## config.mk

```make
export PLATFORM = sky130hd
export DESIGN_NAME = mem_port_arbiter
export DESIGN_NICKNAME = d
export VERILOG_FILES = /design/src/rtl/mem_port_arbiter_pkg.sv /design/src/rtl/mem_store_align.sv /design/src/rtl/mem_port_arbiter.sv
export SDC_FILE = /design/constraint.sdc
export NUM_CORES = 1
export LEC_CHECK = 0
export BUFFER_PORTS_ARGS = -buffer_cell sky130_fd_sc_hd__buf_2
export CAP_MARGIN = 5
export CORE_AREA = 2 2 86 88
export CTS_BUF_LIST = sky130_fd_sc_hd__clkbuf_16
export CTS_CLUSTER_DIAMETER = 150
export DETAILED_ROUTE_END_ITERATION = 10
export DIE_AREA = 0 0 88 90
export GPL_TIMING_DRIVEN = 0
export PLACE_DENSITY = 0.74
export SLEW_MARGIN = 20
export SYNTH_ARGS = -nofsm -noshare
export SYNTH_HDL_FRONTEND = slang
export SYNTH_SLANG_ARGS = --single-unit
```

## constraint.sdc

```tcl
create_clock -name clk -period 4.22 [get_ports clk]
set_input_delay 0.633 -clock clk [delete_from_list [all_inputs] [get_ports clk]]
set_output_delay 0.633 -clock clk [all_outputs]
set_load 0.05 [all_outputs]
```

## src/rtl/mem_port_arbiter_pkg.sv

```systemverilog
// Shared opcode header for the memory port arbiter: RISC-V load/store func3
// encodings plus helpers for access sizing, alignment and load extraction.
package mem_port_arbiter_pkg;

    localparam logic [2:0] F3_LB  = 3'b000;
    localparam logic [2:0] F3_LH  = 3'b001;
    localparam logic [2:0] F3_LW  = 3'b010;
    localparam logic [2:0] F3_LBU = 3'b100;
    localparam logic [2:0] F3_LHU = 3'b101;
    localparam logic [2:0] F3_SB  = 3'b000;
    localparam logic [2:0] F3_SH  = 3'b001;
    localparam logic [2:0] F3_SW  = 3'b010;

    typedef enum logic [1:0] {
        SZ_BYTE = 2'b00,
        SZ_HALF = 2'b01,
        SZ_WORD = 2'b10,
        SZ_BAD  = 2'b11
    } access_size_e;

    function automatic access_size_e load_size(input logic [2:0] f3);
        case (f3)
            F3_LB, F3_LBU: return SZ_BYTE;
            F3_LH, F3_LHU: return SZ_HALF;
            F3_LW:         return SZ_WORD;
            default:       return SZ_BAD;
        endcase
    endfunction

    function automatic access_size_e store_size(input logic [2:0] f3);
        case (f3)
            F3_SB:   return SZ_BYTE;
            F3_SH:   return SZ_HALF;
            F3_SW:   return SZ_WORD;
            default: return SZ_BAD;
        endcase
    endfunction

    // Unsupported encodings are reported through the misaligned error path.
    function automatic logic is_misaligned(input access_size_e sz, input logic [1:0] off);
        return (sz == SZ_HALF && off[0]) || (sz == SZ_WORD && off != 2'b00) || (sz == SZ_BAD);
    endfunction

    function automatic logic [31:0] load_extract(input logic [2:0] f3, input logic [1:0] off,
                                                 input logic [31:0] word);
        logic [31:0] sh;
        sh = word >> {off, 3'b000};
        // func3 bit 2 selects zero extension (LBU/LHU)
        case (load_size(f3))
            SZ_BYTE: return f3[2] ? {24'h0, sh[7:0]} : {{24{sh[7]}}, sh[7:0]};
            SZ_HALF: return f3[2] ? {16'h0, sh[15:0]} : {{16{sh[15]}}, sh[15:0]};
            default: return word;
        endcase
    endfunction

endpackage

```

## src/rtl/mem_store_align.sv

```systemverilog
// Store lane steering: byte enables and shifted write data for SB/SH/SW,
// plus the misalignment flag for the current store request.
module mem_store_align
    import mem_port_arbiter_pkg::*;
(
    input  logic [2:0]  func3,
    input  logic [1:0]  offset,
    input  logic [31:0] wdata,
    output logic [3:0]  we,
    output logic [31:0] din,
    output logic        misaligned
);

    access_size_e size;

    assign size       = store_size(func3);
    assign misaligned = is_misaligned(size, offset);
    assign din        = wdata << {offset, 3'b000};

    generate
        for (genvar gi = 0; gi < 4; gi++) begin : g_lane
            localparam logic [1:0] LANE = 2'(gi);
            logic hit;
            assign hit = (size == SZ_WORD) || (offset == LANE) ||
                         (size == SZ_HALF && (offset + 2'd1) == LANE);
            assign we[gi] = hit && !misaligned;
        end
    endgenerate

endmodule

```

## src/rtl/mem_port_arbiter.sv

```systemverilog
// Round-robin arbiter sharing one synchronous single-port memory between an
// instruction-fetch port and a load/store port, with one-cycle responses.
module mem_port_arbiter
    import mem_port_arbiter_pkg::*;
#(
    parameter int DATA_WIDTH = 32,
    parameter int ADDR_WIDTH = 16
) (
    input  logic                  clk,
    input  logic                  rst,
    input  logic                  if_req_valid,
    output logic                  if_req_ready,
    input  logic [ADDR_WIDTH-1:0] if_req_addr,
    output logic                  if_resp_valid,
    output logic [DATA_WIDTH-1:0] if_resp_data,
    input  logic                  d_req_valid,
    output logic                  d_req_ready,
    input  logic                  d_req_we,
    input  logic [ADDR_WIDTH-1:0] d_req_addr,
    input  logic [DATA_WIDTH-1:0] d_req_wdata,
    input  logic [2:0]            d_req_func3,
    output logic                  d_resp_valid,
    output logic [DATA_WIDTH-1:0] d_resp_data,
    output logic                  d_resp_err,
    output logic                  mem_en,
    output logic [3:0]            mem_we,
    output logic [ADDR_WIDTH-3:0] mem_addr,
    output logic [DATA_WIDTH-1:0] mem_din,
    input  logic [DATA_WIDTH-1:0] mem_dout
);

    logic        pref_d_reg;
    logic        grant_if;
    logic        grant_d;
    logic [3:0]  st_we;
    logic [31:0] st_din;
    logic        st_mis;
    logic        ld_mis;
    logic        d_mis;
    logic        if_pend_reg;
    logic        ld_pend_reg;
    logic        err_pend_reg;
    logic [2:0]  func3_reg;
    logic [1:0]  off_reg;
    logic        if_addr_unused;

    // Fetches are always word reads; the byte offset is ignored.
    assign if_addr_unused = ^if_req_addr[1:0];

    mem_store_align u_store_align (
        .func3      (d_req_func3),
        .offset     (d_req_addr[1:0]),
        .wdata      (d_req_wdata),
        .we         (st_we),
        .din        (st_din),
        .misaligned (st_mis)
    );

    assign ld_mis = is_misaligned(load_size(d_req_func3), d_req_addr[1:0]);
    assign d_mis  = d_req_we ? st_mis : ld_mis;

    always_comb begin
        grant_d  = 1'b0;
        grant_if = 1'b0;
        if (!rst) begin
            grant_d  = d_req_valid && (!if_req_valid || pref_d_reg);
            grant_if = if_req_valid && !grant_d;
        end
    end

    assign if_req_ready = grant_if;
    assign d_req_ready  = grant_d;

    always_comb begin
        mem_en   = 1'b0;
        mem_we   = 4'b0000;
        mem_addr = d_req_addr[ADDR_WIDTH-1:2];
        mem_din  = st_din;
        if (grant_if) begin
            mem_en   = 1'b1;
            mem_addr = if_req_addr[ADDR_WIDTH-1:2];
        end else if (grant_d && !d_mis) begin
            mem_en = 1'b1;
            if (d_req_we) begin
                mem_we = st_we;
            end
        end
    end

    always_ff @(posedge clk or posedge rst) begin
        if (rst) begin
            pref_d_reg   <= 1'b1;
            if_pend_reg  <= 1'b0;
            ld_pend_reg  <= 1'b0;
            err_pend_reg <= 1'b0;
            func3_reg    <= 3'b000;
            off_reg      <= 2'b00;
        end else begin
            // Pointer only moves when both requesters competed this cycle.
            if (if_req_valid && d_req_valid) begin
                pref_d_reg <= grant_if;
            end
            if_pend_reg  <= grant_if;
            ld_pend_reg  <= grant_d && !d_req_we && !d_mis;
            err_pend_reg <= grant_d && d_mis;
            if (grant_d) begin
                func3_reg <= d_req_func3;
                off_reg   <= d_req_addr[1:0];
            end
        end
    end

    assign if_resp_valid = if_pend_reg;
    assign if_resp_data  = mem_dout;
    assign d_resp_valid  = ld_pend_reg || err_pend_reg;
    assign d_resp_err    = err_pend_reg;
    assign d_resp_data   = ld_pend_reg ? load_extract(func3_reg, off_reg, mem_dout) : '0;

endmodule
```

==> metrics.csv <==
metric;value;unit
setup_viol;0;
cts-root-buf;clkbuf_16;
synth_area;2270;sq um
crit_type;input port to output pin;
fmax;359;MHz
r2r-start;func3_reg[1];
timing.rr.end;func3_reg[1];
worst_slew_pin_slew;568;ps
cts_setup_buffers;0;
worst-path-buf-inv;3;
status;complete, no violations;
wl_per_cell;14.4;microns
p_clk_frac;0.161;
crit_start;mem_dout[15];
cts_hold_buf;0;
power.internal;465;uW
grt_pass1_vias;2992;
drv_cap;0;
drive_gt1_frac;0.563;
path_clk_slew;40;ps
netSwitchingFraction;0.536;
required;3590;ps
ys_warn_count;0;
die_area;7920;sq um
r2r_setup_slack;2720;ps
synthCells;308;
cts_tree;yes;
yosysTopAreaCell;buf_4;
die_w;88;microns
nets;638;
track_usage;0.217;
r2r_cells;3;
grt_max_degree;12;
largest_reg_flops;3;
synth-seq-cells;9;
cts_buffers;3;
power_frac_seq;0.120;
hold_path.class;input port to async pin;
fin_area;3580;sq um
initial_utilization;0.323;
top_level_ports;224;
start_kind;input port;
seq_area;226;sq um
drt_iter0_markers;70;
first_pass_iters;4;
worst-path-stages;6;
avgSynthCellArea;7.37;sq um
total_power;1.00;mW
dpl-instance-area;3500;sq um
p_leak;1.96;nW
crit_family;buffers and inverters;
p_switching;537;uW
overflow;0;
vias;3147;
multi_input_comb_area;1670;sq um
slew-limit-headroom;0.620;
fin_worst_skew;2.82;ps
worstSkewPairLatency;230;ps
grt_pass1_wl;13900;microns
end_kind;output pin;
rows;31;
rsz0062_at_grt;false;
setup-tns-final;0;ps
synth_top_cell_area_share;0.112;
cts_max_path_buffers;2;
gp_congestion;0.911;
arrival;2150;ps
path_max_fanout;10;
peakVddDrop;0.177;mV
drtAntennaViolNets;0;
cpMostUsedCell;buf_2;
viasPerCell;4.98;
path_cells;buf_2 > mux2_4 > a221oi_4 > clkbuf_2 > o21ai_0 > buf_2;
pwr-share-comb;0.719;
ctsHtreeMaxLevel;1;
dp_hpwl;7660;microns
p_per_area;280;nW/um^2
slew_viol_final;0;
min_period_over_period;0.660;
die_h;90;microns
period_needed;2790;ps
fillers;724;
critPathSlowestCell;a221oi_4;
cts.sinks;9;
core-area;7020;sq um
diodes;0;
synth_cell_types;44;
cpPeakStageDelay;480;ps
wl;9110;microns
cts.repair.resized;0;
antenna_found_initial;0;
area_growth_syn_to_layout;57.6;%
synth_area_leaders;buf_4, mux2i_1, mux2_2;
seq_area_frac_synth;0.0997;
finalHoldViolCount;0;
critPathCapture;d_resp_data[27];
portBuffers;221;
synth_fp_nets;412;
drc;0;
## worst min-delay path by stage
stage / from / end / slack, ps / cells past startpoint
after detailed placement: func3_reg[2] / func3_reg[2] / 500 / 1
after CTS: rst / if_resp_valid / 400 / 2
after global routing: rst / if_resp_valid / 420 / 2
after global placement: func3_reg[2] / func3_reg[2] / 490 / 1
after floorplan: func3_reg[2] / func3_reg[2] / 470 / 1
final: rst / if_resp_valid / 390 / 2
## cell usage after synthesis (all sizes together)
| cell | n |
|---|---|
| and3b | 1 |
| a21oi | 9 |
| o211ai | 8 |
| nor2b | 12 |
| o221ai | 1 |
| a21boi | 1 |
| dfstp | 1 |
| inv | 3 |
| nand3b | 8 |
| and2 | 10 |
| nand3 | 1 |
| xor2 | 1 |
| nor4 | 1 |
| or2 | 1 |
| a31o | 8 |
| a2bb2oi | 7 |
| mux2i | 24 |
| nor3b | 2 |
| mux2 | 22 |
| or3b | 1 |
| nand2 | 43 |
| nand2b | 4 |
| o21ai | 25 |
| nor3 | 7 |
| dfrtp | 8 |
| a211oi | 10 |
| clkbuf | 13 |
| a221oi | 4 |
| mux4 | 1 |
| buf | 45 |
| o221a | 7 |
| clkinv | 1 |
| nor2 | 16 |
| and4b | 1 |
| o2111ai | 1 |
## cells by family after synthesis
group | synth area share
AOI/OAI and AO/OA | 0.261
DFF | 0.0997
muxes | 0.226
buffers and inverters | 0.165
and+or+nand+nor | 0.244
xor gates and xnor gates | 0.00386
## power groups by stage
stage / combinational, mW / sequential (mW) / clock (mW)
6_report: 0.720 / 0.120 / 0.162
5_1_grt: 0.766 / 0.124 / 0.172
4_1_cts: 0.719 / 0.120 / 0.164
3_5_place_dp: 0.717 / 0.121 / 0
3_3_place_gp: 0.709 / 0.121 / 0
2_1_floorplan: 0.523 / 0.122 / 0
## metal layers
metal | vias to the layer above | routed length, microns | GRT usage
li1 | 1539 | - | -
met1 | 1421 | 3550 | 0.246
met2 | 173 | 4670 | 0.408
met3 | 14 | 713 | 0.0312
met4 | 0 | 174 | 0.0615
met5 | - | 0 | 0
## placed cells by master, fill, tap and decap left out, types with 10 or more instances in the layout
master    instances
mux2_2           21
nor2b_1          12
o21ai_0          24
clkbuf_1         12
mux2i_1          24
nand2_1          43
nor2_1           15
buf_4            34
a211oi_1         10
buf_2           226
and2_1           10
## through the flow
stage,hold slack (ps),setup WS [ps],std cells,util
3_5_place_dp,500,1450,628,0.499
3_3_place_gp,489,1520,628,0.499
4_1_cts,403,1450,632,0.510
5_1_grt,422,1320,632,0.510
6_report,390,1430,632,0.510
2_1_floorplan,474,1170,308,-
## area by class of cell
class,instances,share of cell area
sequential,9,0.0633
clock inverter,1,0.00105
inverter,4,0.00419
clock buffer,3,0.0210
timing repair buffer,221,0.309
buffer,58,0.101
multi-input combinational,237,0.466
tap,99,0.0346
No activity file was read; power rests on OpenSTA's default activity.
